`config.mk`:
```
export PLATFORM = sky130hd
export DESIGN_NAME = wiener_block_stats_ctrl_mc
export DESIGN_NICKNAME = d
export VERILOG_FILES = /design/src/rtl/wiener_block_stats_ctrl_mc.sv
export SDC_FILE = /design/constraint.sdc
export NUM_CORES = 1
export LEC_CHECK = 0
export ABC_AREA = 1
export BUFFER_PORTS_ARGS = -buffer_cell sky130_fd_sc_hd__buf_2
export CORE_MARGIN = 2
export CORE_UTILIZATION = 57
export CTS_CLUSTER_DIAMETER = 200
export DETAILED_ROUTE_END_ITERATION = 12
export GPL_ROUTABILITY_DRIVEN = 0
export PLACE_DENSITY = 0.91
export SYNTH_ARGS = -nofsm -noshare
export SYNTH_HDL_FRONTEND = slang
export SYNTH_SLANG_ARGS = --single-unit
export TNS_END_PERCENT = 50
```
`constraint.sdc`:
```
create_clock -name clk -period 3.6 [get_ports clk]
set_input_delay 1.08 -clock clk [delete_from_list [all_inputs] [get_ports clk]]
set_output_delay 1.08 -clock clk [all_outputs]
set_load 0.02 [all_outputs]
```
`src/rtl/wiener_block_stats_ctrl_mc.sv`:
```
// Block-statistics sequencer for a multi-channel Wiener filter: walks the pixel
// shift chain one block at a time, collects per-channel mean/variance handshakes, then flushes.
module wiener_block_stats_ctrl_mc #(
  parameter int DATA_WIDTH    = 8,
  parameter int TOTAL_SAMPLES = 64,
  parameter int NUM_CH        = 3,
  parameter int CNT_W         = $clog2(TOTAL_SAMPLES + 1)
) (
  input  logic              clk,
  input  logic              rst_n,
  input  logic              start_of_frame,
  input  logic              pixel_valid,
  input  logic [31:0]       blocks_per_frame,
  input  logic [NUM_CH-1:0] mean_ready,
  input  logic [NUM_CH-1:0] variance_ready,
  output logic              shift_en_1,
  output logic              shift_en_2,
  output logic [NUM_CH-1:0] shift_en_mean,
  output logic              shift_reg_rst_n,
  output logic              variance_start_of_data,
  output logic [31:0]       block_idx,
  output logic              frame_done,
  output logic              busy,
  output logic              overrun_err
);

  if (DATA_WIDTH < 1 || TOTAL_SAMPLES < 2 || (TOTAL_SAMPLES & (TOTAL_SAMPLES - 1)) != 0 ||
      NUM_CH < 1 || NUM_CH > 8) begin : g_param_check
    $error("wiener_block_stats_ctrl_mc: illegal parameter set");
  end

  typedef enum logic [2:0] {IDLE, READ_BLOCK, WAIT_STATS, FLUSH, DONE} state_t;

  localparam logic [CNT_W-1:0] LAST_CNT = CNT_W'(TOTAL_SAMPLES - 1);

  state_t            state, state_next;
  logic [CNT_W-1:0]  cnt;
  logic [NUM_CH-1:0] mean_seen;
  logic [NUM_CH-1:0] var_seen;
  logic [31:0]       bpf_q;

  logic accept, clear_all, all_means, last_block, last_sample, flush_shift;

  // An accepted start restarts the frame from any state; a zero-block start only
  // matters outside IDLE, where it aborts back to IDLE.
  assign accept      = start_of_frame && (blocks_per_frame != 32'd0);
  assign clear_all   = accept || (start_of_frame && (state != IDLE));
  assign all_means   = &(mean_seen | mean_ready);
  assign last_block  = (block_idx == bpf_q - 32'd1);
  assign last_sample = (cnt == LAST_CNT);
  assign flush_shift = &var_seen;

  always_ff @(posedge clk or negedge rst_n) begin
    if (!rst_n) state <= IDLE;
    else        state <= state_next;
  end

  always_comb begin
    state_next = state;
    case (state)
      IDLE:       if (accept) state_next = READ_BLOCK;
      READ_BLOCK: if (pixel_valid && last_sample) state_next = WAIT_STATS;
      WAIT_STATS: if (all_means) state_next = last_block ? FLUSH : READ_BLOCK;
      FLUSH:      if (flush_shift && last_sample) state_next = DONE;
      DONE:       state_next = IDLE;
      default:    state_next = IDLE;
    endcase
    if (start_of_frame && (state != IDLE)) state_next = accept ? READ_BLOCK : IDLE;
  end

  always_comb begin
    shift_en_1      = 1'b0;
    shift_en_2      = 1'b0;
    shift_en_mean   = '0;
    shift_reg_rst_n = 1'b1;
    frame_done      = 1'b0;
    busy            = (state != IDLE);
    if (clear_all) begin
      shift_en_1 = accept && pixel_valid;
      shift_en_2 = accept && pixel_valid;
    end else begin
      case (state)
        IDLE:       shift_reg_rst_n = 1'b0;
        READ_BLOCK: begin
          shift_en_1 = pixel_valid;
          shift_en_2 = pixel_valid;
        end
        WAIT_STATS: shift_en_mean = mean_ready & ~mean_seen;
        FLUSH:      shift_en_2 = flush_shift;
        DONE:       frame_done = 1'b1;
        default:    ;
      endcase
    end
  end

  always_ff @(posedge clk or negedge rst_n) begin
    if (!rst_n) begin
      cnt                    <= '0;
      mean_seen              <= '0;
      var_seen               <= '0;
      bpf_q                  <= '0;
      block_idx              <= '0;
      variance_start_of_data <= 1'b0;
      overrun_err            <= 1'b0;
    end else begin
      variance_start_of_data <= 1'b0;
      if (pixel_valid && !accept && (state == WAIT_STATS || state == FLUSH))
        overrun_err <= 1'b1;
      if (clear_all) begin
        bpf_q     <= blocks_per_frame;
        block_idx <= '0;
        cnt       <= (accept && pixel_valid) ? CNT_W'(1) : '0;
        mean_seen <= '0;
        var_seen  <= '0;
      end else begin
        case (state)
          READ_BLOCK: if (pixel_valid) begin
            if (last_sample) begin
              cnt       <= '0;
              mean_seen <= '0;
              var_seen  <= '0;
            end else begin
              cnt <= cnt + 1'b1;
            end
          end
          WAIT_STATS: begin
            mean_seen <= mean_seen | mean_ready;
            if (all_means) begin
              variance_start_of_data <= 1'b1;
              if (!last_block) block_idx <= block_idx + 32'd1;
            end
          end
          FLUSH: begin
            var_seen <= var_seen | variance_ready;
            if (flush_shift) cnt <= last_sample ? '0 : cnt + 1'b1;
          end
          default: ;
        endcase
      end
    end
  end

endmodule

```
==> results.json <==
{
  "synth_area_leaders": "dfrtp_1 (35%), nand2_1 (17%), nor2_1 (7.2%), inv_1 (6.7%), xor2_1 (6.4%)",
  "ys_ff_latch": 82,
  "ys_types": 32,
  "drt-total-wl_mm": 15.9,
  "grt_max_degree": 90,
  "io_buffers": 83,
  "ant_nets": 0,
  "setup_viol": 0,
  "antennaDiodeCount": 0,
  "grt_pass1_wl_mm": 26.6,
  "outcome": "complete, no violations",
  "seqCellArea_mm2": 0.00205,
  "p_total_w": 0.00271,
  "dp.final_hpwl_mm": 11.8,
  "io_pins": 84,
  "r2r-start": "bpf_q[3]",
  "core_area_mm2": 0.00986,
  "max-vdd-ir-drop_uv": 637,
  "die_w_um": 105,
  "slew_viol_final": 0,
  "synthCells": 881,
  "synth_top_area_share_pct": 35.1,
  "fmax_ghz": 0.286,
  "placedCellCount": 1084,
  "met2_length_mm": 7.19,
  "cts_root_buf": "clkbuf_8",
  "nets": 1007,
  "dieArea_mm2": 0.0111,
  "track_usage_pct": 29.8,
  "worst_slew_pin_slew_ps": 1030,
  "worstPathArrival_ps": 2420,
  "seq_area_frac_synth_pct": 35.1,
  "hold_viol_final": 0,
  "slowest_delay_ps": 300,
  "drt_iter0_drc": 471,
  "clk_latency_ps": 380,
  "synthToLayoutAreaGrowth_pct": 13.5,
  "crit_path_max_fanout": 6,
  "finalCriticalPeriod_ps": 3500,
  "cts_tree": "yes",
  "skew_ps": 12.8,
  "hold_path.class": "reg2reg",
  "vias": 6016,
  "cp-start-kind": "primary input",
  "fin_crit_sh_pct": 97.3,
  "worstPathCellList": "buf_2 -> nor4_1 -> nand4_1 -> o21ai_2 -> nand2_2 -> o31ai_2 -> buf_4",
  "cap_viol_max_count": 0,
  "slew_headroom_pct": 31.6,
  "critPathCaptureType": "output port",
  "drt-pass1-iter-count": 6,
  "layout.cells.non_filler": 1100,
  "cp_slowest_cell": "nor4_1",
  "core.rowCount": 36,
  "drive_above_1_share_pct": 14.9,
  "syn_area_per_cell_um2": 6.64,
  "fin_tns_setup_ps": 0,
  "start_util_pct": 59.3,
  "cts_made_buffers": 9,
  "crit_start": "blocks_per_frame[21]",
  "via_per_inst": 5.47,
  "rsz0062_at_grt": "no",
  "syn_nets": 926,
  "stdcell_area_mm2": 0.00664,
  "holdBufCountCts": 0,
  "n_fill_cell": 862,
  "syn-cell-area_mm2": 0.00585,
  "hp-start": "overrun_err",
  "worstPathRequired_ps": 2520,
  "antenna_found_initial": 0,
  "htree_num_levels": 3,
  "critPathKind": "in2out",
  "multi_input_area_mm2": 0.00328,
  "cts_num_sinks": 82,
  "clk_path_buf_depth": 2,
  "dpl_cell_area_mm2": 0.00642,
  "yosys_warnings": 0,
  "wl_met3_mm": 1.44,
  "m1WireLength_mm": 6.78,
  "synth_area_leader_cell": "dfrtp_1",
  "power_density_mw_per_mm2": 408,
  "grt_overflow": 0,
  "top_layer": "met4",
  "wire_per_inst_um": 14.5,
  "first_global_vias": 5627,
  "clk_pin_slew_worst_paths_ps": 100,
  "die_h_um": 105,
  "drc": 0,
  "leakagePower_nw": 3.51
}
cells in the final DEF, fill, tap and decap left out, drive strengths merged, types with 3 or more instances in the layout:
| cell type | synthesis | layout |
|---|---|---|
| o22ai | 5 | 5 |
| xor2 | 43 | 43 |
| buf | 12 | 100 |
| clkbuf | 18 | 10 |
| nand2 | 273 | 273 |
| xnor2 | 21 | 21 |
| inv | 108 | 111 |
| o21ai | 26 | 26 |
| nand3b | 6 | 6 |
| nor2 | 124 | 124 |
| dfrtp | 82 | 82 |
| nand3 | 62 | 62 |
| nor4 | 13 | 13 |
| nand4 | 45 | 45 |
| a21oi | 5 | 5 |
| ha | 3 | 3 |
| nor3 | 24 | 24 |
| clkinv | 1 | 3 |
synth_stat cells (all sizes together):
| master | number |
|---|---|
| a21oi | 5 |
| clkinv | 1 |
| nand3b | 6 |
| buf | 12 |
| nor3 | 24 |
| nor4 | 13 |
| inv | 108 |
| o21bai | 2 |
| a211oi | 1 |
| nand3 | 62 |
| o31ai | 2 |
| o22ai | 5 |
| ha | 3 |
| dfrtp | 82 |
| nor3b | 2 |
| or2 | 1 |
| nand4 | 45 |
| xnor2 | 21 |
| nand2 | 273 |
| xor2 | 43 |
| nor2 | 124 |
| o211ai | 2 |
| clkbuf | 18 |
| o21ai | 26 |
critical path: cells and delay by family:
family	cells	cell delay, ps
simple gates	3	640
compound gates	2	420
buf+inv	2	290
report_power, final:
group / internal (W) / leakage, nW / switching, W / total, W
registers: 0.00104 / 1.07 / 0.000139 / 0.00118
logic: 0.000297 / 2.35 / 0.000600 / 0.000896
clock network: 0.000261 / 0.0892 / 0.000376 / 0.000637
sequential cells by signal, indices dropped and copies added, names as in the netlist:
signal                  count
overrun_err                 1
mean_seen                   3
block_idx                  32
variance_start_of_data      1
bpf_q                      32
state                       3
cnt                         7
var_seen                    3
repair_timing:
| item | 4_1_cts | 5_1_grt |
|---|---|---|
| gates resized for setup | 3 | 7 |
| setup buffers | 0 | 0 |
| endpoints found under the setup margin | 1 | 3 |
| pin swaps | 0 | 3 |
| cloned | 0 | 0 |
path summary, 6_finish.rpt:
check	to	slack, ps	cells after the start
setup / recovery	shift_en_1	100	7
hold / removal	overrun_err	490	1
setup reg to reg	block_idx[15]	950	15
hold reg to reg	overrun_err	490	1
max in group asynchronous	bpf_q[17]	2050	1
min in group asynchronous	block_idx[14]	870	1
cell families after synthesis:
logic type      after synthesis  share of synthesized area [%]
compound gates               43                           4.08
xor+xnor                     64                           9.58
fa+ha+maj                     3                          0.642
buf+inv                     139                           9.54
flops                        82                           35.1
simple gates                550                           41.1
through the flow:
step | hold WS (ps) | setup slack [ps] | util [%]
2_1_floorplan | 461 | -6.50 | -
3_5_place_dp | 459 | -33.9 | 65.1
4_1_cts | 494 | 19.8 | 67.0
3_3_place_gp | 473 | -47.1 | 65.1
5_1_grt | 517 | 1.39 | 67.3
6_report | 491 | 97.7 | 67.3
area by class of cell:
cell class	instances	area share [%]
inverter	109	6.16
clock buffer	10	1.92
timing repair buffer	100	8.29
multi-input combinational	660	49.5
sequential	82	30.9
tap	133	2.51
clock inverter	6	0.754
layer usage:
metal / track usage [%] / vias up
li1: - / 2974
met1: 39.6 / 2699
met2: 47.6 / 304
met3: 6.37 / 39
met4: 11.5 / 0
met5: 0 / -
(Power assumes the default switching activity.)
